==> src/rtl/mac_scheduler.sv <==
// Purpose : sequences operand chunks into a pipelined SIMD MAC and accumulates
//           cfg_num_chunks results per output, cfg_num_outputs outputs per job.
// Latency : last chunk issued at t -> out_valid at t+MAC_LATENCY+1; done one
//           cycle after the final output handshake.
// Backpressure: in_ready only in ISSUE; out_data held stable while out_ready is low.
//
// Ports:
//   clk, arst_n_in                    clock, async active-low reset
//   start, cfg_num_chunks/outputs     job start and per-job configuration
//   busy, done                        job status, done is a one-cycle pulse
//   in_valid/in_ready, mac_valid      chunk handshake and MAC input_valid
//   mac_out                           MAC result (valid MAC_LATENCY after issue)
//   out_valid/out_ready, out_data     accumulated result handshake
module mac_scheduler #(
    parameter int MAC_WIDTH   = 38,
    parameter int ACC_WIDTH   = 48,
    parameter int MAC_LATENCY = 6,
    parameter int CNT_WIDTH   = 8
) (
    input  logic                        clk,
    input  logic                        arst_n_in,
    input  logic                        start,
    input  logic [CNT_WIDTH-1:0]        cfg_num_chunks,
    input  logic [CNT_WIDTH-1:0]        cfg_num_outputs,
    output logic                        busy,
    output logic                        done,
    input  logic                        in_valid,
    output logic                        in_ready,
    output logic                        mac_valid,
    input  logic signed [MAC_WIDTH-1:0] mac_out,
    output logic                        out_valid,
    input  logic                        out_ready,
    output logic signed [ACC_WIDTH-1:0] out_data
);

    localparam logic [1:0] S_IDLE  = 2'd0;
    localparam logic [1:0] S_ISSUE = 2'd1;
    localparam logic [1:0] S_DRAIN = 2'd2;
    localparam logic [1:0] S_HOLD  = 2'd3;

    // Token position that lines up with a valid mac_out.
    localparam logic [MAC_LATENCY-1:0] EXIT_MASK = MAC_LATENCY'(1) << (MAC_LATENCY - 1);

    logic [1:0]                  state;
    logic [CNT_WIDTH-1:0]        num_chunks;
    logic [CNT_WIDTH-1:0]        num_outputs;
    logic [CNT_WIDTH-1:0]        chunk_cnt;
    logic [CNT_WIDTH-1:0]        out_cnt;
    logic [MAC_LATENCY-1:0]      tok_sr;
    logic signed [ACC_WIDTH-1:0] acc;

    logic                        tok_exit;
    logic                        last_exit;
    logic [ACC_WIDTH-1:0]        mac_ext;
    logic signed [ACC_WIDTH-1:0] acc_sum;
    logic [CNT_WIDTH-1:0]        chunk_nxt;
    logic [CNT_WIDTH-1:0]        out_nxt;

    assign busy      = (state != S_IDLE);
    assign in_ready  = (state == S_ISSUE);
    assign mac_valid = in_valid & in_ready;
    assign out_valid = (state == S_HOLD);

    assign tok_exit  = tok_sr[MAC_LATENCY-1];
    // Last token leaving: nothing else is still behind it in the pipe.
    assign last_exit = tok_exit && ((tok_sr & ~EXIT_MASK) == '0);
    assign mac_ext   = {{(ACC_WIDTH-MAC_WIDTH){mac_out[MAC_WIDTH-1]}}, mac_out};
    assign acc_sum   = acc + $signed(mac_ext);
    assign chunk_nxt = chunk_cnt + CNT_WIDTH'(1);
    assign out_nxt   = out_cnt + CNT_WIDTH'(1);

    always_ff @(posedge clk or negedge arst_n_in) begin
        if (!arst_n_in) begin
            state       <= S_IDLE;
            num_chunks  <= '0;
            num_outputs <= '0;
            chunk_cnt   <= '0;
            out_cnt     <= '0;
            tok_sr      <= '0;
            acc         <= '0;
            out_data    <= '0;
            done        <= 1'b0;
        end else begin
            done   <= 1'b0;
            // The MAC pipeline never stalls, so the tokens shift every cycle.
            tok_sr <= (tok_sr << 1) | MAC_LATENCY'(mac_valid);
            if (tok_exit) begin
                acc <= acc_sum;
            end

            case (state)
                S_IDLE: begin
                    if (start) begin
                        num_chunks  <= (cfg_num_chunks == '0) ? CNT_WIDTH'(1) : cfg_num_chunks;
                        num_outputs <= (cfg_num_outputs == '0) ? CNT_WIDTH'(1) : cfg_num_outputs;
                        chunk_cnt   <= '0;
                        out_cnt     <= '0;
                        acc         <= '0;
                        state       <= S_ISSUE;
                    end
                end
                S_ISSUE: begin
                    if (mac_valid) begin
                        chunk_cnt <= chunk_nxt;
                        if (chunk_nxt == num_chunks) begin
                            state <= S_DRAIN;
                        end
                    end
                end
                S_DRAIN: begin
                    // Fold the final MAC result straight into the output so
                    // out_valid rises one cycle after the last token exits.
                    if (last_exit) begin
                        out_data <= acc_sum;
                        acc      <= '0;
                        state    <= S_HOLD;
                    end
                end
                S_HOLD: begin
                    if (out_ready) begin
                        out_cnt <= out_nxt;
                        if (out_nxt == num_outputs) begin
                            done  <= 1'b1;
                            state <= S_IDLE;
                        end else begin
                            chunk_cnt <= '0;
                            state     <= S_ISSUE;
                        end
                    end
                end
                default: state <= S_IDLE;
            endcase
        end
    end

endmodule

==> config.mk <==
export PLATFORM = sky130hd
export DESIGN_NAME = mac_scheduler
export DESIGN_NICKNAME = d
export VERILOG_FILES = /design/src/rtl/mac_scheduler.sv
export SDC_FILE = /design/constraint.sdc
export NUM_CORES = 1
export LEC_CHECK = 0
export ABC_CLOCK_PERIOD_IN_PS = 4100
export CAP_MARGIN = 20
export CELL_PAD_IN_SITES_DETAIL_PLACEMENT = 1
export CELL_PAD_IN_SITES_GLOBAL_PLACEMENT = 2
export CORE_ASPECT_RATIO = 1.4
export CORE_UTILIZATION = 36
export CTS_CLUSTER_SIZE = 10
export DETAILED_ROUTE_END_ITERATION = 16
export PLACE_DENSITY_LB_ADDON = 0.25
export SETUP_SLACK_MARGIN = 0.3
export SYNTH_ARGS = -nofsm -noshare
export SYNTH_HDL_FRONTEND = slang
export SYNTH_SLANG_ARGS = --single-unit
==> constraint.sdc <==
create_clock -name clk -period 4.1 [get_ports clk]
set_input_delay 0.82 -clock clk [delete_from_list [all_inputs] [get_ports clk]]
set_output_delay 0.82 -clock clk [all_outputs]
set_load 0.05 [all_outputs]
==> run metrics <==
Post-Place Cells=1245; Fillers=2566; CTS clk-pin slew, worst paths=roughly 0.060 ns; Slew @ Worst Pin=0.937 ns; utilization after layout=46.2%; Setup CP Type=in -> reg; total CTS buffers=17; cell chosen for the clock root=clkbuf_16; Remaining DRCs=0; sequential share of power=25.9%; n_diodes=0; Nets=1071; Cell Count, Final, Fillers Out=1276; Post-Syn Nets=946; met1 Track Usage GR=22.1%; Slew HR=37.5%; Yosys reg bits=137; Synth top area share=40.4%; Initial DRC Count=175; met2 Use GR=36.8%; Routed Antenna Nets=0; largest net degree at the start of global routing=83; number of library cell types mapped by synthesis=73; Pint=about 0.0048 W; hold-fix buffers at CTS=0; Final setup viols=0; RePlAce Congestion=about 0.77; clock buffer depth=2; routed via count=~6600; Die W=~130 um; Pwr Density=790 nW/um^2; antenna violations before repair=0; WHS=0.379 ns; IO Count=approximately 110; Clock Latency Late Sink=around 0.44 ns; top_reg_cell synth=dfrtp_1; Setup crit start kind=primary input; Critical Path RT=between 4 and 5 ns; Area Growth Syn to Fin=26.3%; Synth Area per Inst=10.2 um^2; FP Rows=66; post-CTS sizing=0; Static Leak=a little under 5 nW; Hold Fails Final Rpt=0; CP arrival=between 3 and 4 ns; fin area=10700 um^2; gr usage total=between 10% and 20%; synth cell count leaders=dfrtp_1 (137), nor2_1 (70), nand2_1 (65); Sw Ratio=43.6%; min Tclk post-route=3.63 ns; top post-synthesis cells by area=dfrtp_1 (40%), ha_1 (7.8%), mux2_2 (7.7%), mux2i_1 (5.0%), xnor2_1 (3.6%); met3 global-route usage=3.09%; maximum vdd ir drop=roughly 0.41 mV; Clock Skew=0.0120 ns; H-tree depth=4; HP Class=reg -> reg; Syn. warnings=0; layout cell share with drive strength beyond 1=15.1%; post-CTS setup buffers=0; first-pass GRT wire length=37600 um; via-per-instance ratio=5.21; total routed wirelength=21700 um; Clk network pwr share=20.4%; Post-synth EDFFs=0; FMAX=275 MHz; synthesized cell area=8480 um^2; CTS tree=done; Gate power share=53.7%; post-detailed-route wirelength per cell=17.0 um; most frequent cell after synthesis=dfrtp_1; CORE AREA=23200 um^2; I/O Buffers=between 100 and 150; sequential element share of the synthesized area=40.4%; RSZ-0062 raised after global routing=no; dpl hpwl=approximately 16000 um; clk sinks=~140; vias in the first global route=7407; Slew Viols, Final=0; TritonRoute pass-1 iters=4; outcome=completed; Setup TNS Final=0 ns; Gate Count Post-Synth=about 830; crit-path max FO=3; largest area contributor in the netlist=dfrtp_1; Tcrit/Tclk final=88.6%; height of the die=approximately 180 um; Most Crowded Layer GR=met2; initial core utilization=about 37%; Placed Area=10100 um^2; Synth async-reset ratio=between 90% and 100%; total gr overflow=0; max-cap viol count=0; area of the die=about 24000 um^2; switching power=0.00369 W; Critical Path Sink Type=flip-flop
power by group through the flow:
| stage | clock network (W) | logic (W) | registers (W) |
|---|---|---|---|
| 4_1_cts | 0.00176 | 0.00463 | 0.00220 |
| 2_1_floorplan | 0 | 0.00239 | 0.00300 |
| 3_3_place_gp | 0 | 0.00455 | 0.00220 |
| 3_5_place_dp | 0 | 0.00461 | 0.00222 |
| 5_1_grt | 0.00181 | 0.00497 | 0.00227 |
| 6_report | 0.00173 | 0.00455 | 0.00219 |
cell type report:
| type | count | area, um^2 | area share, % |
|---|---|---|---|
| Clock buffer | 19 | 453 | 4.23 |
| Clock inverter | 12 | 198 | 1.85 |
| Inverter | 17 | 63.8 | 0.596 |
| Multi-Input combinational cell | 650 | 4880 | 45.6 |
| Sequential cell | 137 | 3430 | 32.0 |
| Tap cell | 306 | 383 | 3.57 |
| Timing Repair Buffer | 135 | 1310 | 12.2 |
per-stage QoR:
stage | total power (W) | worst slack [ns]
final | 0.00847 | 0.466
after global routing | 0.00905 | 0.320
after CTS | 0.00859 | 0.468
after detailed placement | 0.00683 | 0.0101
after global placement | 0.00675 | 0.0929
after floorplan | 0.00539 | 0.667
worst max-delay path, cell delays in order:
cell,delay (ns)
clkdlybuf4s50_1,0.44
ha_1,0.25
fa_1,0.41
a21o_1,0.21
a31o_4,0.27
a31oi_4,0.22
o21ai_2,0.09
nor2b_4,0.15
a311oi_4,0.34
o21ai_2,0.13
a221oi_2,0.29
xor2_1,0.23
o22ai_1,0.11
kinds of logic (layout without fill, tap and decap cells):
family	Yosys count	in the layout	share of synthesized area [%]
AO/OA/AOI/OAI	218	218	18.0
XOR/XNOR	64	64	6.77
adder cells (fa/ha/maj)	54	54	8.06
buffers and inverters	46	183	2.17
flip-flops	137	137	40.4
multiplexers	100	100	12.7
AND/OR/NAND/NOR	214	214	11.9
placed cells by master, fill, tap and decap left out, types with 9 or more instances in the layout:
cell / instances
a211oi_1: 9
a21o_1: 36
a21oi_1: 52
buf_4: 23
clkbuf_16: 17
clkdlybuf4s50_1: 110
dfrtp_1: 136
ha_1: 53
inv_1: 17
mux2_2: 58
mux2i_1: 42
nand2_1: 64
nand2b_1: 9
nand3_1: 16
nor2_1: 70
nor3_1: 10
o21ai_0: 42
o31ai_1: 9
xnor2_1: 35
xor2_1: 28
worst paths after layout:
kind	startpoint	end	slack [ns]	cells after the start
setup / recovery	mac_out[0]	acc[24]$_DFF_PN0_	0.47	13
hold / removal	tok_sr[3]$_DFF_PN0_	tok_sr[4]$_DFF_PN0_	0.38	0
setup reg to reg	acc[0]$_DFF_PN0_	acc[24]$_DFF_PN0_	0.93	12
hold reg to reg	tok_sr[3]$_DFF_PN0_	tok_sr[4]$_DFF_PN0_	0.38	0
max in group asynchronous	arst_n_in	acc[46]$_DFF_PN0_	2.90	2
min in group asynchronous	arst_n_in	out_data[18]$_DFFE_PN0P_	0.43	1
routing by layer:
layer	vias up	wire, um
met5	-	0
met4	0	311
met3	19	574
met2	94	11700
met1	3266	9140
li1	3263	-
sequential cells by signal, summed over array words and instances, names as in the netlist:
signal       flops
tok_sr           6
acc             48
chunk_cnt        8
num_outputs      8
state            2
out_data        48
out_cnt          8
num_chunks       8
done             1
(Power assumes the default switching activity.)
